`src/rtl/ps2_host_tx.sv`:
```
// PS/2 host-to-device transmitter: inhibits the bus, issues request-to-send,
// shifts one byte plus odd parity out on device clock edges and checks the ACK.
module ps2_host_tx #(
  parameter int INHIBIT_CYCLES = 10000,
  parameter int TIMEOUT_CYCLES = 1500000
) (
  input  logic       clk_in,
  input  logic       rst_in,
  input  logic [7:0] data_in,
  input  logic       valid_in,
  output logic       ready_out,
  input  logic       ps2_clk_in,
  input  logic       ps2_data_in,
  output logic       ps2_clk_drive_low,
  output logic       ps2_data_drive_low,
  output logic       done_out,
  output logic       ack_ok,
  output logic       error_out
);

  localparam int INH_W = $clog2(INHIBIT_CYCLES + 1);
  localparam int TO_W  = $clog2(TIMEOUT_CYCLES + 1);

  typedef enum logic [2:0] {IDLE, INHIBIT, REQ, SHIFT, WAIT_IDLE} state_t;

  state_t           state;
  logic [INH_W-1:0] inh_cnt;
  logic [TO_W-1:0]  to_cnt;
  logic [3:0]       bitcnt;
  logic [7:0]       byte_r;
  logic             parity_r;
  logic             ready_r, clk_dl_r, data_dl_r, done_r, ack_r, error_r;
  logic             clk_p0, clk_p1, clk_p2, dat_p0, dat_p1;
  logic             fall;

  function automatic logic odd_parity(input logic [7:0] b);
    return ~^b;
  endfunction

  // Stage p0/p1: two-flop synchronizers; p2 holds the previous synced clock
  always_ff @(posedge clk_in) begin
    if (!rst_in) begin
      clk_p0 <= 1'b1;
      clk_p1 <= 1'b1;
      clk_p2 <= 1'b1;
      dat_p0 <= 1'b1;
      dat_p1 <= 1'b1;
    end else begin
      clk_p0 <= ps2_clk_in;
      clk_p1 <= clk_p0;
      clk_p2 <= clk_p1;
      dat_p0 <= ps2_data_in;
      dat_p1 <= dat_p0;
    end
  end

  assign fall = clk_p2 & ~clk_p1;

  always_ff @(posedge clk_in) begin
    if (valid_in && ready_r) begin
      byte_r   <= data_in;
      parity_r <= odd_parity(data_in);
    end
  end

  always_ff @(posedge clk_in) begin
    done_r  <= 1'b0;
    error_r <= 1'b0;
    if (!rst_in) begin
      state     <= IDLE;
      ready_r   <= 1'b1;
      clk_dl_r  <= 1'b0;
      data_dl_r <= 1'b0;
      ack_r     <= 1'b0;
      inh_cnt   <= '0;
      to_cnt    <= '0;
      bitcnt    <= '0;
    end else begin
      case (state)
        IDLE: begin
          if (valid_in) begin
            state    <= INHIBIT;
            ready_r  <= 1'b0;
            clk_dl_r <= 1'b1;
            inh_cnt  <= '0;
          end
        end
        INHIBIT: begin
          inh_cnt <= inh_cnt + 1'b1;
          // data is pulled low one cycle early so it lands while clock is still held
          if (inh_cnt == INH_W'(INHIBIT_CYCLES - 2)) data_dl_r <= 1'b1;
          if (inh_cnt == INH_W'(INHIBIT_CYCLES - 1)) begin
            state    <= REQ;
            clk_dl_r <= 1'b0;
            to_cnt   <= '0;
            bitcnt   <= '0;
          end
        end
        default: begin
          if (to_cnt == TO_W'(TIMEOUT_CYCLES - 1)) begin
            state     <= IDLE;
            ready_r   <= 1'b1;
            clk_dl_r  <= 1'b0;
            data_dl_r <= 1'b0;
            ack_r     <= 1'b0;
            error_r   <= 1'b1;
          end else begin
            to_cnt <= to_cnt + 1'b1;
            case (state)
              REQ: begin
                if (fall) begin
                  bitcnt    <= 4'd1;
                  data_dl_r <= ~byte_r[0];
                  state     <= SHIFT;
                end
              end
              SHIFT: begin
                if (fall) begin
                  bitcnt <= bitcnt + 1'b1;
                  case (bitcnt)
                    4'd8:    data_dl_r <= ~parity_r;
                    4'd9:    data_dl_r <= 1'b0;
                    4'd10: begin
                      ack_r <= ~dat_p1;
                      state <= WAIT_IDLE;
                    end
                    default: data_dl_r <= ~byte_r[bitcnt[2:0]];
                  endcase
                end
              end
              WAIT_IDLE: begin
                if (clk_p1 && dat_p1) begin
                  done_r  <= 1'b1;
                  state   <= IDLE;
                  ready_r <= 1'b1;
                end
              end
              default: state <= IDLE;
            endcase
          end
        end
      endcase
    end
  end

  assign ready_out          = ready_r;
  assign ps2_clk_drive_low  = clk_dl_r;
  assign ps2_data_drive_low = data_dl_r;
  assign done_out           = done_r;
  assign ack_ok             = ack_r;
  assign error_out          = error_r;

endmodule

```
`config.mk`:
```
export PLATFORM = sky130hd
export DESIGN_NAME = ps2_host_tx
export DESIGN_NICKNAME = d
export VERILOG_FILES = /design/src/rtl/ps2_host_tx.sv
export SDC_FILE = /design/constraint.sdc
export NUM_CORES = 1
export LEC_CHECK = 0
export ABC_CLOCK_PERIOD_IN_PS = 2400
export CORE_ASPECT_RATIO = 0.7
export CORE_MARGIN = 1.5
export CORE_UTILIZATION = 30
export CTS_BUF_LIST = sky130_fd_sc_hd__clkbuf_8 sky130_fd_sc_hd__clkbuf_16
export DETAILED_ROUTE_END_ITERATION = 10
export PLACE_DENSITY = 0.52
export RECOVER_POWER = 25
export REMOVE_ABC_BUFFERS = 1
export SETUP_SLACK_MARGIN = 0.02
export SLEW_MARGIN = 20
export SYNTH_ARGS = -nofsm -noshare
export SYNTH_HDL_FRONTEND = slang
export SYNTH_SLANG_ARGS = --single-unit
export TNS_END_PERCENT = 1
```
`constraint.sdc`:
```
create_clock -name clk_in -period 2.4 [get_ports clk_in]
set_input_delay 0.6 -clock clk_in [delete_from_list [all_inputs] [get_ports clk_in]]
set_output_delay 0.6 -clock clk_in [all_outputs]
set_load 0.01 [all_outputs]
```
Word-level counts from Yosys, hierarchy flattened
Cells that the tools add are included.
{ "word_totals": {"ff_bits": 62, "input_bits": 13, "output_inout_bits": 6, "word_cells": 123} }
{ "op_classes": {"n_addsub": 3, "magnitude_cmp": 1, "eq_ne": 23, "muxes": 44, "n_bitwise": 11, "reduce_logical": 24} }
{ "ops": {"columns": ["cell", "n"], "rows": [
  ["$mux W21", 2],
  ["$pmux W21 S2", 1],
  ["$eq A14 B14 Y1 const B", 2],
  ["$pmux W14 S2", 1],
  ["$add A21 B1 Y21 const B", 1],
  ["$eq A21 B21 Y1 const B", 1],
  ["$mux W3", 7],
  ["$mux W1", 18],
  ["$reduce_and A6 Y1", 3],
  ["$mux W4", 4],
  ["$pmux W4 S2", 2],
  ["$ne A5 B5 Y1 const B", 3],
  ["$add A14 B1 Y14 const B", 1],
  ["$mux W14", 1],
  ["$eq A4 B4 Y1 const B", 3],
  ["$ne A4 B4 Y1 const B", 3],
  ["$reduce_bool A3 Y1", 4],
  ["$not A1 Y1", 10],
  ["$pmux W3 S3", 1],
  ["$pmux W1 S2", 4],
  ["$reduce_and A4 Y1", 2],
  ["$reduce_bool A2 Y1", 4],
  ["$reduce_xnor A8 Y1", 1],
  ["$eq A3 B2 Y1 const B", 2],
  ["other kinds (20)", 25]
]} }

Depth between registers and ports, before layout
Gate-level depths: netlist of run 1.
{ "logic_depth": {"ltp_word": 8, "depth_mapped": 7, "mapped_depth_nobuf": 7} }

Least setup slack after synthesis of run 1
No wires, ideal clock.
{ "synth_timing": {"path_type": "register to register", "start": "reg inh_cnt[11]", "end": "reg to_cnt[5]", "setup_ns": 0.070, "arrival_ns": 1.948, "t_required_ns": 2.330, "setup_slack_ns": 0.382, "stages_incl_launch_ff": 6, "n_path_buf": 0, "synth_period_minus_slack_ns": 2.018, "cell_sequence": "dfxtp_1 or4_4 nor4_4 nor2_2 or4_1 a21oi_1"} }
{ "synth_between": {"elab_chain_cells": 3} }
{ "synth_rtl": {"columns": ["element", "line_no", "text"], "rows": [
  ["from (decl)", "27", "logic [INH_W-1:0] inh_cnt;"],
  ["from (signal assigned)", "89", "inh_cnt <= inh_cnt + 1'b1;"],
  ["$eq A14 B14 Y1", "92", "if (inh_cnt == INH_W'(INHIBIT_CYCLES - 1)) begin"],
  ["$ne A2 B2 Y1 (no line)", null, null],
  ["$reduce_and A3 Y1 (no line)", null, null],
  ["to (signal assigned)", "108", "to_cnt <= to_cnt + 1'b1;"],
  ["to (decl)", "28", "logic [TO_W-1:0] to_cnt;"]
]} }
No other way between the ends.
A chain may end at the register's enable or synchronous reset.

Worst setup path after layout of run 1
{ "layout_timing": {"start": "reg inh_cnt[5]", "end": "reg to_cnt[5]"} }
Same word-level chain as after synthesis.

==> metrics.md, run 1 <==
| Metric | Value |
|---|---|
| Status | `finished clean` |
| Gate Count Post-Synth | `374` |
| Period utilisation layout | `93.7%` |
| RSZ-0062 raised after global routing | `yes` |
| Endpoints failing setup | `0` |
| Final Util | `37.9%` |
| Root Buffer Master | `clkbuf_16` |
| TritonCTS clock tree | `done` |
| Initial Util | `31.5%` |
| Most frequent cells in the layout | `53 x dfxtp_1, 32 x a21oi_1, 31 x nand2_1` |
| Slowest stage cell, crit path | `or4_4` |
| Finished Cell Area | `0.00401 sq mm` |
| Cell Chain, Critical Path | `or4_4 -> nor4_4 -> nor2_2 -> or4_1 -> a21oi_1` |
| Iter 0 DRT Violations | `278` |
| CP bufs+invs | `0` |
| H-Tree Depth | `3` |
| Largest net degree at the start of global routing | `19` |
| Hold Path Class | `flip-flop to flip-flop` |
| Peak supply drop | `0.385 mV` |
| GRT Total Usage | `15.1%` |
| # IOs | `19` |
| Worst-Skew Late Latency | `330 ps` |
| Number of global-route vias before repair | `2,555` |
| Die area | `0.0118 sq mm` |
| Worst setup SP type | `flip-flop` |
| Slew Viols, Final | `0` |
| Place WS | `151 ps` |
| #FFs+latches synth | `62` |
| DR DRC count | `0` |
| Syn-to-layout area delta | `20.3%` |
| Clock-pin slew on the worst setup and hold paths | `50 ps` |
| CTS Hold Buffers Added | `0` |
| Cell leakage power | `0.00129 uW` |
| Register area share after synthesis | `39.9%` |
| Arr. time, crit path | `2510 ps` |
| Stages on worst setup path | `5` |
| Worst r2r src | `inh_cnt[5]$_SDFFE_PN0P_` |
| Sink Count | `62` |
| Fill cell count | `1,059` |
| Antenna viol nets, final | `0` |
| Initial antenna violation count | `0` |
| FFs w/ async S/R, synth | `0%` |
| Routed wire length per instance | `15.3 microns` |
| Post-Syn Area per Cell | `8.92 sq um` |
| Setup WS post-layout | `150 ps` |
| # diodes | `0` |
| PD cells | `694 mW/mm^2` |
| Final Wtd Congestion | `0.811` |
| Placed inst area | `0.00372 sq mm` |
| Final Power | `2790 uW` |
| Core Box Area | `0.0106 sq mm` |
| Minimum clock period | `2250 ps` |
| PortBufs | `18` |
| Synthesized area | `0.00334 sq mm` |
| Distinct cells, synth | `65` |
| Via density | `5.29` |
| Die height | `91.2 microns` |
| Critical path class | `flip-flop to flip-flop` |
| Via count | `2,940` |
| DIE WIDTH | `129 microns` |
| CP Capture Type | `flip-flop` |
| Worst path max stage delay | `570 ps` |
| YS warnings | `0` |
| Tightest Pin Transition | `688 ps` |
| Overflow after GRT | `0` |
| Cell family contributing the most delay on the critical path | `simple AND/OR/NAND/NOR gates` |
| Register Area | `0.00133 sq mm` |
| Relative slew slack | `54.1%` |
| Crit Reg-Reg Endpoint | `to_cnt[5]$_SDFFE_PN0P_` |
| Final WL | `8.50 mm` |
| Fin nets | `423` |
| Max-Cap Viols | `0` |
| Largest fanout on the critical path | `17` |
| CP required | `2660 ps` |
| Multi-input logic area | `0.00188 sq mm` |
| Fmax | `445 MHz` |
| Detailed Place HPWL | `6.32 mm` |
| Post-Route Setup TNS | `0 ps` |
| CTS max path bufs | `2` |
| First-pass GRT wire length | `13.8 mm` |
| Pre-antenna DRT Iters | `5` |
| EDFF count, synth | `9` |
| Final hold viol count | `0` |
| Top_reg_cell synth | `dfxtp_1` |
| Worst setup startpoint | `inh_cnt[5]$_SDFFE_PN0P_` |
| FP Rows | `31` |
| CP endpoint | `to_cnt[5]$_SDFFE_PN0P_` |
| Flop2flop setup slack | `150 ps` |
| Total CTS buffers | `9` |
| R2R cell count | `5` |
| Most common cell after layout, fill and taps aside | `dfxtp_1` |
| Layout cells sized above 1 | `11.3%` |
| Clock skew | `5.78 ps` |
synth_stat cells, drive strengths merged (3+ instances only):
cell / number / share of area, %
and2: 5 / 0.98
nor4: 5 / 1.4
nor4bb: 4 / 1.2
o21ai: 29 / 4.5
nand3: 16 / 2.4
nor2: 24 / 2.8
nor2b: 3 / 0.56
nor3b: 4 / 1.1
or2: 3 / 0.56
nand4: 8 / 1.5
or3: 12 / 2.3
nand2b: 8 / 1.5
nand4b: 4 / 1.1
nand3b: 3 / 0.68
a31oi: 7 / 1.3
mux2i: 4 / 1.2
and4: 5 / 1.3
dfxtp: 53 / 32
clkbuf: 11 / 2.1
o211ai: 4 / 0.90
o31ai: 7 / 1.6
xnor2: 8 / 2.1
nor3: 12 / 1.8
ha: 7 / 2.6
o2111ai: 3 / 0.79
or4: 11 / 2.6
and3: 7 / 1.4
a21oi: 32 / 4.8
o21a: 3 / 0.68
edfxtp: 9 / 8.1
nand2: 31 / 3.5
buf: 4 / 0.94
inv: 4 / 0.45
per-stage QoR:
step	cells	hold WS, ps
6_report	556	403
4_1_cts	556	405
5_1_grt	556	413
3_5_place_dp	540	392
2_1_floorplan	358	386
3_3_place_gp	540	393
cells by family after synthesis:
logic type,Yosys count,synth area share (%)
AOI/OAI and AO/OA,98,18.3
xor gates and xnor gates,10,2.63
adders and majority gates,7,2.63
buffers and inverters,20,3.86
DFF,62,39.9
muxes,7,2.89
and+or+nand+nor,170,29.8
flip-flops by register name (all words and copies together), names as in the netlist:
| signal | count |
|---|---|
| to_cnt | 21 |
| inh_cnt | 14 |
| byte_r | 8 |
| bitcnt | 4 |
| state | 3 |
| ack_ok | 1 |
| clk_p0 | 1 |
| clk_p1 | 1 |
| clk_p2 | 1 |
| dat_p0 | 1 |
| dat_p1 | 1 |
| done_out | 1 |
| error_out | 1 |
| parity_r | 1 |
| ps2_clk_drive_low | 1 |
| ps2_data_drive_low | 1 |
| ready_out | 1 |
report_power, final:
part	internal [uW]	switching (uW)	leakage, uW
logic	150	213	0.000615
clock network	850	452	0.000156
registers	1100	25.3	0.000515
total	2100	690	0.00129
per-layer routing:
metal	GRT usage [%]	part of all wire, %	up-vias
li1	-	-	1496
met1	24.1	56	1359
met2	19.3	38	80
met3	4.24	5.6	5
met4	3.37	0.59	0
met5	0	0	-
worst min path at each step:
stage | from | to | slack (ps) | cells past startpoint
final | clk_p0$_SDFF_PN1_ | clk_p1$_SDFF_PN1_ | 400 | 1
after global routing | clk_p0$_SDFF_PN1_ | clk_p1$_SDFF_PN1_ | 410 | 1
after CTS | clk_p0$_SDFF_PN1_ | clk_p1$_SDFF_PN1_ | 410 | 1
after detailed placement | clk_p0$_SDFF_PN1_ | clk_p1$_SDFF_PN1_ | 390 | 1
after global placement | clk_p0$_SDFF_PN1_ | clk_p1$_SDFF_PN1_ | 390 | 1
after floorplan | clk_p0$_SDFF_PN1_ | clk_p1$_SDFF_PN1_ | 390 | 1
area by class of cell:
type,count,share of cell area [%]
clock buffers,11,6.30
multi-input cells,292,46.9
repair buffers,34,7.42
inverters,4,0.374
clock inverters,5,1.22
flip-flops and latches,62,33.2
well taps,148,4.61
worst reg2reg max path, cell delays in order, from the launching register on:
cell and delay (ps):
dfxtp_1 350, or4_4 570, nor4_4 380, nor2_2 200, or4_1 530, a21oi_1 140
what timing repair did:
| item | 4_1_cts | 5_1_grt |
|---|---|---|
| resized for setup | 0 | 1 |
| endpoints found under the setup margin | 0 | 6 |
| buffers inserted | 0 | 0 |
(Power assumes the default switching activity.)
==> run 2: changes to the inputs <==
- CTS_CLUSTER_SIZE: not set -> 8
- SKIP_LAST_GASP: not set -> 1
==> results of run 2 <==
No change in the layout: final DEF, timing and power equal those of run 1.
==> run 3: changes to the inputs <==
- CTS_CLUSTER_SIZE: 8 -> 40
==> results of run 3 <==
No change in the layout: final DEF, timing and power equal those of run 1.
